`src/rtl/rsa_pkg.sv`:
```
// RSA exponentiation sequencer shared types.
// Controller states, op sub-phases and operand select codes.
package rsa_pkg;

  typedef enum logic [2:0] {
    IDLE,
    INIT,
    EXP,
    POST,
    DONE
  } state_t;

  typedef enum logic [1:0] {
    PH_RST,
    PH_LD,
    PH_RUN
  } phase_t;

  localparam logic [1:0] SEL1_INIT = 2'd0;
  localparam logic [1:0] SEL1_MUL  = 2'd1;
  localparam logic [1:0] SEL1_POST = 2'd2;

  localparam logic SEL2_INIT = 1'b0;
  localparam logic SEL2_SQR  = 1'b1;

endpackage

```
`src/rtl/rsa_exp_sequencer_if.sv`:
```
// Host launch handshake plus Montgomery multiplier control bundle.
// master = host/datapath side, slave = sequencer side.
interface rsa_exp_sequencer_if #(
  parameter int WIDTH = 10
) ();

  logic             start;
  logic [WIDTH-1:0] expE;
  logic             rst_mmm;
  logic             ld_a;
  logic             ld_r;
  logic             lock1;
  logic             lock2;
  logic [1:0]       sel1;
  logic             sel2;
  logic             busy;
  logic             eoc;

  modport master (
    output start, expE,
    input  rst_mmm, ld_a, ld_r,
    input  lock1, lock2, sel1, sel2,
    input  busy, eoc
  );

  modport slave (
    input  start, expE,
    output rst_mmm, ld_a, ld_r,
    output lock1, lock2, sel1, sel2,
    output busy, eoc
  );

endinterface

```
`src/rtl/rsa_op_timer.sv`:
```
// RST -> LD -> RUN sub-phase generator for one multiplier op.
// Advances only on enabled cycles while the controller is inside an op.
module rsa_op_timer
  import rsa_pkg::*;
#(
  parameter int MMM_CYCLES = 10
) (
  input  logic clk,
  input  logic rstb,
  input  logic ena,
  input  logic run,
  output logic rst_stb,
  output logic ld_stb,
  output logic op_done
);

  localparam int CW = (MMM_CYCLES > 1) ? $clog2(MMM_CYCLES) : 1;
  localparam logic [CW-1:0] LAST = CW'(MMM_CYCLES - 1);

  phase_t        ph;
  logic [CW-1:0] cnt;

  always_ff @(posedge clk or negedge rstb) begin
    if (!rstb) begin
      ph  <= PH_RST;
      cnt <= '0;
    end else if (ena && run) begin
      unique case (ph)
        PH_RST: ph <= PH_LD;
        PH_LD: begin
          ph  <= PH_RUN;
          cnt <= '0;
        end
        PH_RUN: begin
          if (cnt == LAST) begin
            ph  <= PH_RST;
            cnt <= '0;
          end else begin
            cnt <= cnt + 1'b1;
          end
        end
        default: ph <= PH_RST;
      endcase
    end
  end

  // ena masks the strobes so a frozen sub-phase is seen exactly once
  assign rst_stb = ena & run & (ph == PH_RST);
  assign ld_stb  = ena & run & (ph == PH_LD);
  assign op_done = ena & run & (ph == PH_RUN) & (cnt == LAST);

endmodule

```
`src/rtl/rsa_exp_sequencer.sv`:
```
// Right-to-left binary exponentiation sequencer for two
// Montgomery multipliers (multiply unit R, square unit P_i).
module rsa_exp_sequencer
  import rsa_pkg::*;
#(
  parameter int WIDTH      = 10,
  parameter int MMM_CYCLES = 10
) (
  input  logic clk,
  input  logic rstb,
  input  logic ena,
  rsa_exp_sequencer_if.slave bus
);

  state_t           state;
  logic [WIDTH-1:0] s;
  logic [WIDTH-1:0] s_nx;
  logic             run;
  logic             rst_stb;
  logic             ld_stb;
  logic             op_done;
  logic             eoc_q;
  logic             busy_q;
  logic             lock1_q;
  logic             lock2_q;
  logic [1:0]       sel1_q;
  logic             sel2_q;

  assign run  = (state == INIT) | (state == EXP) | (state == POST);
  assign s_nx = s >> 1;

  rsa_op_timer #(
    .MMM_CYCLES(MMM_CYCLES)
  ) u_timer (
    .clk    (clk),
    .rstb   (rstb),
    .ena    (ena),
    .run    (run),
    .rst_stb(rst_stb),
    .ld_stb (ld_stb),
    .op_done(op_done)
  );

  always_ff @(posedge clk or negedge rstb) begin
    if (!rstb) begin
      state   <= IDLE;
      s       <= '0;
      busy_q  <= 1'b0;
      eoc_q   <= 1'b0;
      lock1_q <= 1'b1;
      lock2_q <= 1'b1;
      sel1_q  <= SEL1_INIT;
      sel2_q  <= SEL2_INIT;
    end else if (ena) begin
      eoc_q <= 1'b0;
      unique case (state)
        IDLE: begin
          if (bus.start) begin
            s       <= bus.expE;
            state   <= INIT;
            busy_q  <= 1'b1;
            sel1_q  <= SEL1_INIT;
            sel2_q  <= SEL2_INIT;
            lock1_q <= 1'b0;
            lock2_q <= 1'b0;
          end
        end
        INIT: begin
          if (op_done) begin
            if (s != '0) begin
              state   <= EXP;
              sel1_q  <= SEL1_MUL;
              sel2_q  <= SEL2_SQR;
              lock1_q <= ~s[0];
              lock2_q <= 1'b0;
            end else begin
              state   <= POST;
              sel1_q  <= SEL1_POST;
              lock1_q <= 1'b0;
              lock2_q <= 1'b1;
            end
          end
        end
        EXP: begin
          if (op_done) begin
            s <= s_nx;
            if (s_nx != '0) begin
              lock1_q <= ~s_nx[0];
            end else begin
              state   <= POST;
              sel1_q  <= SEL1_POST;
              lock1_q <= 1'b0;
              lock2_q <= 1'b1;
            end
          end
        end
        POST: begin
          if (op_done) begin
            state   <= DONE;
            eoc_q   <= 1'b1;
            lock1_q <= 1'b1;
            lock2_q <= 1'b1;
          end
        end
        DONE: begin
          state  <= IDLE;
          busy_q <= 1'b0;
        end
        default: state <= IDLE;
      endcase
    end
  end

  assign bus.rst_mmm = rst_stb;
  assign bus.ld_a    = ld_stb;
  assign bus.ld_r    = ld_stb;
  assign bus.eoc     = eoc_q & ena;
  assign bus.busy    = busy_q;
  assign bus.lock1   = lock1_q;
  assign bus.lock2   = lock2_q;
  assign bus.sel1    = sel1_q;
  assign bus.sel2    = sel2_q;

endmodule

```
`src/flat_wrapper.sv`:
```
// flat-port wrapper written by rule: the top's interface ports become plain ports
module rsa_exp_sequencer_flat import rsa_pkg::*;
#(
  parameter int WIDTH      = 10,
  parameter int MMM_CYCLES = 10
)
  (clk, rstb, ena, bus_start, bus_expE, bus_rst_mmm, bus_ld_a, bus_ld_r, bus_lock1, bus_lock2, bus_sel1, bus_sel2, bus_busy, bus_eoc);
  rsa_exp_sequencer_if #(.WIDTH(WIDTH)) bus_i ();
  input  logic clk;
  input  logic rstb;
  input  logic ena;
  input wire logic [$bits(bus_i.start)-1:0] bus_start;
  input wire logic [$bits(bus_i.expE)-1:0] bus_expE;
  output wire logic [$bits(bus_i.rst_mmm)-1:0] bus_rst_mmm;
  output wire logic [$bits(bus_i.ld_a)-1:0] bus_ld_a;
  output wire logic [$bits(bus_i.ld_r)-1:0] bus_ld_r;
  output wire logic [$bits(bus_i.lock1)-1:0] bus_lock1;
  output wire logic [$bits(bus_i.lock2)-1:0] bus_lock2;
  output wire logic [$bits(bus_i.sel1)-1:0] bus_sel1;
  output wire logic [$bits(bus_i.sel2)-1:0] bus_sel2;
  output wire logic [$bits(bus_i.busy)-1:0] bus_busy;
  output wire logic [$bits(bus_i.eoc)-1:0] bus_eoc;
  assign bus_i.start = bus_start;
  assign bus_i.expE = bus_expE;
  assign bus_rst_mmm = bus_i.rst_mmm;
  assign bus_ld_a = bus_i.ld_a;
  assign bus_ld_r = bus_i.ld_r;
  assign bus_lock1 = bus_i.lock1;
  assign bus_lock2 = bus_i.lock2;
  assign bus_sel1 = bus_i.sel1;
  assign bus_sel2 = bus_i.sel2;
  assign bus_busy = bus_i.busy;
  assign bus_eoc = bus_i.eoc;
  rsa_exp_sequencer #(.WIDTH(WIDTH), .MMM_CYCLES(MMM_CYCLES)) u_core (.clk(clk), .rstb(rstb), .ena(ena), .bus(bus_i));
endmodule
```
`config.mk`:
```
export PLATFORM = sky130hd
export DESIGN_NAME = rsa_exp_sequencer_flat
export DESIGN_NICKNAME = d
export VERILOG_FILES = /design/src/rtl/rsa_pkg.sv /design/src/rtl/rsa_exp_sequencer_if.sv /design/src/rtl/rsa_op_timer.sv /design/src/rtl/rsa_exp_sequencer.sv /design/src/flat_wrapper.sv
export SDC_FILE = /design/constraint.sdc
export NUM_CORES = 1
export LEC_CHECK = 0
export BUFFER_PORTS_ARGS = -buffer_cell sky130_fd_sc_hd__buf_2
export CELL_PAD_IN_SITES_DETAIL_PLACEMENT = 0
export CELL_PAD_IN_SITES_GLOBAL_PLACEMENT = 2
export CORE_ASPECT_RATIO = 1.2
export CORE_MARGIN = 3
export CORE_UTILIZATION = 32
export CTS_CLUSTER_DIAMETER = 120
export DETAILED_ROUTE_END_ITERATION = 16
export PLACE_DENSITY_LB_ADDON = 0.1
export SLEW_MARGIN = 20
export SYNTH_ARGS = -nofsm -noshare
export SYNTH_HDL_FRONTEND = slang
export SYNTH_SLANG_ARGS = --single-unit
```
`constraint.sdc`:
```
create_clock -name clk -period 1.76 [get_ports clk]
set_input_delay 0.528 -clock clk [delete_from_list [all_inputs] [get_ports clk]]
set_output_delay 0.528 -clock clk [all_outputs]
set_load 0.02 [all_outputs]
```
; ---- Word-level counts from Yosys, hierarchy flattened
; Index checks and enable logic that the tools add are counted.
[classes]
n_addsub = 1
n_eq_ne = 14
muxes = 39
n_bitwise = 10
n_reduce_logical = 20
[op_table]
columns = operator, count
row1 = 10-bit two-way mux, 2
row2 = 10-bit case mux with 2 select lines, 1
row3 = 10-bit nonzero test, 2
row4 = 6-bit AND reduction, 3
row5 = 1-bit two-way mux, 16
row6 = 3-bit two-way mux, 5
row7 = 2-bit two-way mux, 6
row8 = 2-bit case mux with 3 select lines, 2
row9 = 3-bit case mux with 4 select lines, 1
row10 = 2-bit by 1-bit != test with 1-bit output (second input constant), 4
row11 = 1-bit case mux with 4 select lines, 2
row12 = 4-bit case mux with 2 select lines, 1
row13 = 2-bit nonzero test, 4
row14 = 7-bit AND reduction, 1
row15 = 1-bit AND, 6
row16 = 3-bit by 2-bit == test with 1-bit output (second input constant), 2
row17 = 2-bit != test (second input constant), 3
row18 = 5-bit AND reduction, 1
row19 = 4-bit by 1-bit adder with 4-bit output (second input constant), 1
row20 = 4-bit == test (second input constant), 1
row21 = 4-bit two-way mux, 1
row22 = 1-bit case mux with 2 select lines, 2
row23 = 2-bit AND reduction, 2
row24 = 4-bit AND reduction, 1
row25 = 12 further kinds, 14
[word_totals]
reg_bits = 26
input_bits = 14
output_inout_bits = 10
word_cells = 94

; ---- Depth between registers and ports, before layout
[depth]
depth_word = 8
depth_mapped = 7
ltp_nobuf = 6

; ---- Cells and area by module
; Synthesis repeated with hierarchy kept, for this count alone.
[hier_totals]
hier_cells = 153
hier_area_um2 = 1562.7
[modules_own_cells]
columns = mod, n_inst, cells_per_inst, area_each_um2, seq_area_each_um2
row1 = rsa_exp_sequencer, 1, 114, 1138.6, 503.0
row2 = rsa_op_timer, 1, 39, 424.2, 150.1

; ---- Worst setup path after synthesis
; No wires, ideal clock.
[synth_path]
path_kind = register -> output
startpoint = register u_core.state[0]
endpoint = output port bus_ld_r
arrival_ps = 1332
path_slack_ps = -100
stages_incl_launch_ff = 6
path_buffers = 2
path_cell_list = dfrtp_1 > buf_2 > nor2_1 > nor2_1 > and2_1 > buf_4
[synth_via]
elab_chain_cells = 5
elab_cells_between_ends = 7
[synth_rtl]
columns = element, line_no
row1 = from (decl), rsa_exp_sequencer.sv:15  ; state_t state;
row2 = from (signal assigned), rsa_exp_sequencer.sv:46  ; state <= IDLE;
row3 = from (signal assigned), rsa_exp_sequencer.sv:60  ; state <= INIT;
row4 = from (signal assigned), rsa_exp_sequencer.sv:71  ; state <= EXP;
row5 = 3-bit by 1-bit == test with 1-bit output / 3-bit by 2-bit == test with 1-bit output (equally long branches), rsa_exp_sequencer.sv:29  ; assign run = (state == INIT) | (state == EXP) | (state == POST);
row6 = 1-bit bitwise OR, rsa_exp_sequencer.sv:29
row7 = 1-bit bitwise OR *, rsa_exp_sequencer.sv:29
row8 = 1-bit AND * (2 in series), rsa_op_timer.sv:49  ; assign ld_stb = ena & run & (ph == PH_LD);
row9 = to (decl), flat_wrapper.sv:16  ; output wire logic [$bits(bus_i.ld_r)-1:0] bus_ld_r;
; Every way passes the cells marked *; elsewhere a longest branch is shown, timed or not.

; ---- Worst setup path after layout
[layout_path]
startpoint = register u_core.u_timer.ph[0]
endpoint = register u_core.s[6]
[layout_via]
elab_chain_cells = 5
[layout_rtl]
columns = element, line_no
row1 = from (decl), rsa_op_timer.sv:20  ; phase_t ph;
row2 = from (signal assigned), rsa_op_timer.sv:25  ; ph <= PH_RST;
row3 = from (signal assigned), rsa_op_timer.sv:29  ; PH_RST: ph <= PH_LD;
row4 = from (signal assigned), rsa_op_timer.sv:31  ; ph <= PH_RUN;
row5 = 2-bit == test, rsa_op_timer.sv:50  ; assign op_done = ena & run & (ph == PH_RUN) & (cnt == LAST);
row6 = 1-bit AND (2 in series), rsa_op_timer.sv:50
row7 = 2-bit by 1-bit != test with 1-bit output (no source line), --
row8 = 4-bit AND reduction (no source line), --
row9 = to (signal assigned), rsa_exp_sequencer.sv:59  ; s <= bus.expE;
row10 = to (signal assigned), rsa_exp_sequencer.sv:86  ; s <= s_nx;
row11 = to (decl), rsa_exp_sequencer.sv:16  ; logic [WIDTH-1:0] s;
; Every way passes these cells.
; A chain may end at the register's enable or synchronous reset.

==> results.cfg <==
[status]
outcome = complete, but fails checks
violations = negative setup slack

[detailed_routing]
dr.pass1.iters = 4
wl_per_cell_um = 14.4
drt_iter0_drc = 58
postRouteAntennaNets = 0
finalWirelength_um = 3710
drc_errors = 0
via_per_inst = 5.00
via_count = 1284

[die]
die_w_um = 68.7
ioPinCount = 24
fp.coreArea_sq_um = 4390
initial_utilization_pct = 34.3
rows = 26
dieArea_sq_um = 5570
die_h_um = 81.2

[power]
swShare_pct = 36.6
netSwitchingPower_uw = 1110
finalPower_uw = 3030
pwr-share-clk_pct = 13.1
internal_power_uw = 1920
pwr_density_cell_nw_per_um2 = 1410
power_leakage_uw = 0.000956
peakVddDrop_uv = 583
power.share.sequential_pct = 33.9
pwr-share-comb_pct = 53.0

[global_route]
grt_pass1_wl_um = 6180
overflow = 0
grt_max_degree = 27
grt_pass1_vias = 1343
antenna_found_initial = 0
grtUsageTotal_pct = 14.6

[sta]
fin_skew_ns = 0.0122
setup_viol = 13
fin_crit_ns = 1.81
fmax_mhz = 553
tightestPinTransition_ns = 0.621
holdWs_ns = 0.259
hold_viol_final = 0
rsz0062_at_grt = yes
setup_tns_ns = -0.440
finalCritPeriodShare_pct = 103
report.final.slew_viol_count = 0
slew_headroom_pct = 58.6
setup_ws_ns = -0.0493

[layout]
diodes = 0
layout-drive-gt1-share_pct = 55.7
finish.utilization_pct = 49.1
syn2layout_area_growth_pct = 43.2
nNetsFinal = 221

[logic_synthesis]
yosys.area.top_type = dfrtp_1
ys_seq_area_share_pct = 43.3
synth.area.top_cells = dfrtp_1, mux2_2, ha_1, o21ai_0, dfstp_2
synth_cell_types = 41
ys_ff_latch = 26
synth_edf_count = 0
synth_nets = 160
synth_ff_type = dfrtp_1
syn_inst = 141
synth_area_per_cell_sq_um = 10.7
synth_top_area_share_pct = 39.8
syn_area_sq_um = 1510
ys.warnings.count = 0
synth_async_sr_flop_share_pct = 100

[worst_setup_path]
critPathCaptureType = flip-flop
cp.required_ns = 1.92
cp.arrival_ns = 1.97
crit_path_start_kind = flip-flop
path_max_fanout = 10
criticalPathCategory = flip-flop to flip-flop
reg2regPathDepth = 7

[clock_tree]
ctsHoldBuffers = 0
cts_sinks = 26
cts_buffers = 3
cts-root-buf = clkbuf_8
cts_tree = built
clk_pin_slew_ns = 0.10
htreeDepth = 1
clk_path_buf_depth = 2
clkLatencyLatePin_ns = 0.28

[job]
cap_viol_max_count = 0

[placement]
dp_slack_ns = -0.0933
dp_hpwl_um = 2760
port_buffers = 23
routabilityCongestion = 0.740

[worst_hold_path]
hp-class = input port to asynchronous set/reset pin
power by group through the flow:
stage | Sequential [uW] | Combinational (uW) | Clock [uW]
floorplan | 1050 | 743 | 0
global placement | 1030 | 1300 | 0
detailed placement | 1040 | 1320 | 0
CTS | 1030 | 1570 | 420
global route | 1060 | 1780 | 437
finish | 1030 | 1610 | 398
worst paths after layout:
check / start / endpoint / slack, ns
setup / recovery: u_core.u_timer.ph[0] / u_core.s[6] / -0.05
hold / removal: rstb / u_core.state[2] / 0.26
setup reg to reg: u_core.u_timer.ph[0] / u_core.s[6] / -0.05
hold reg to reg: u_core.bus.sel1[1] / u_core.bus.sel1[1] / 0.50
max in group asynchronous: rstb / u_core.state[0] / 1.07
min in group clk: u_core.bus.sel1[1] / u_core.bus.sel1[1] / 0.50
kinds of logic after synthesis:
kind of cell | share of synthesized area (%)
buffers and inverters | 5.56
muxes | 18.5
DFF | 43.3
and+or+nand+nor | 14.9
AOI/OAI and AO/OA | 13.6
adders and majority gates | 4.15
stage by stage:
step,std cells,cell area [sq um]
floorplan,141,1510
global placement,246,1910
detailed placement,246,1910
CTS,255,2130
global route,257,2160
finish,257,2160
state kept, by name, indices dropped and copies added, names as in the netlist:
register            flops
u_core.bus.sel1         2
u_core.s               10
u_core.bus.lock1        1
u_core.bus.busy         1
u_core.bus.lock2        1
u_core.u_timer.cnt      4
u_core.u_timer.ph       2
u_core.eoc_q            1
u_core.state            3
u_core.bus.sel2         1
layer usage:
metal  global-route usage (%)  share of wire [%]  vias up
met1                     17.2                 43      632
li1                         -                  -      632
met2                     27.2                 54       18
met5                        0                  0        -
met3                     1.94                3.3        2
met4                     3.58               0.59        0
cell usage in the layout, fill, tap and decap left out, types with 2 or more instances in the layout:
cell	Yosys	layout
buf_4	2	34
dfrtp_1	24	22
mux2_2	21	20
buf_2	1	20
inv_1	12	11
o21ai_0	11	10
buf_6	1	7
nand2_1	7	6
nand3_1	4	4
a21oi_1	4	4
nor3_1	4	4
clkbuf_8	0	4
nor2_1	5	3
o21a_1	3	3
nand4_1	3	3
nor2_4	0	2
and2_4	0	2
nand2b_1	3	2
o22ai_1	2	2
nand4b_1	2	2
mux2i_1	2	2
ha_1	5	2
ha_4	0	2
dfstp_2	2	2
dfrtp_2	0	2
repair_timing:
action	in CTS	in global routing
setup endpoints to repair	15	17
pin swaps	9	4
buffers inserted	5	2
gates resized for setup	33	4
critical path: stages (launching register included):
cell and delay (ns):
dfrtp_1 0.40, inv_2 0.06, ha_2 0.17, and4b_2 0.31, mux2i_4 0.10, nor3_4 0.16, buf_12 0.16, mux2_2 0.33
synth_stat cells (all sizes together) (3+ instances only):
cell type and number:
nand4 3, buf 4, inv 12, nand2 7
dfrtp 24, mux2i 3, a21oi 4, o21ai 11
ha 5, nor2 5, o21a 3, nand3 4
nand2b 3, mux2 21, nor3 5
layout make-up:
type | count | area (sq um)
inverters | 12 | 45.0
repair buffers | 62 | 454
clock buffers | 4 | 55.1
multi-input cells | 97 | 878
flip-flops and latches | 26 | 656
fillers | 419 | 2230
well taps | 56 | 70.1
Note: power is estimated with default switching activity, not from simulation.
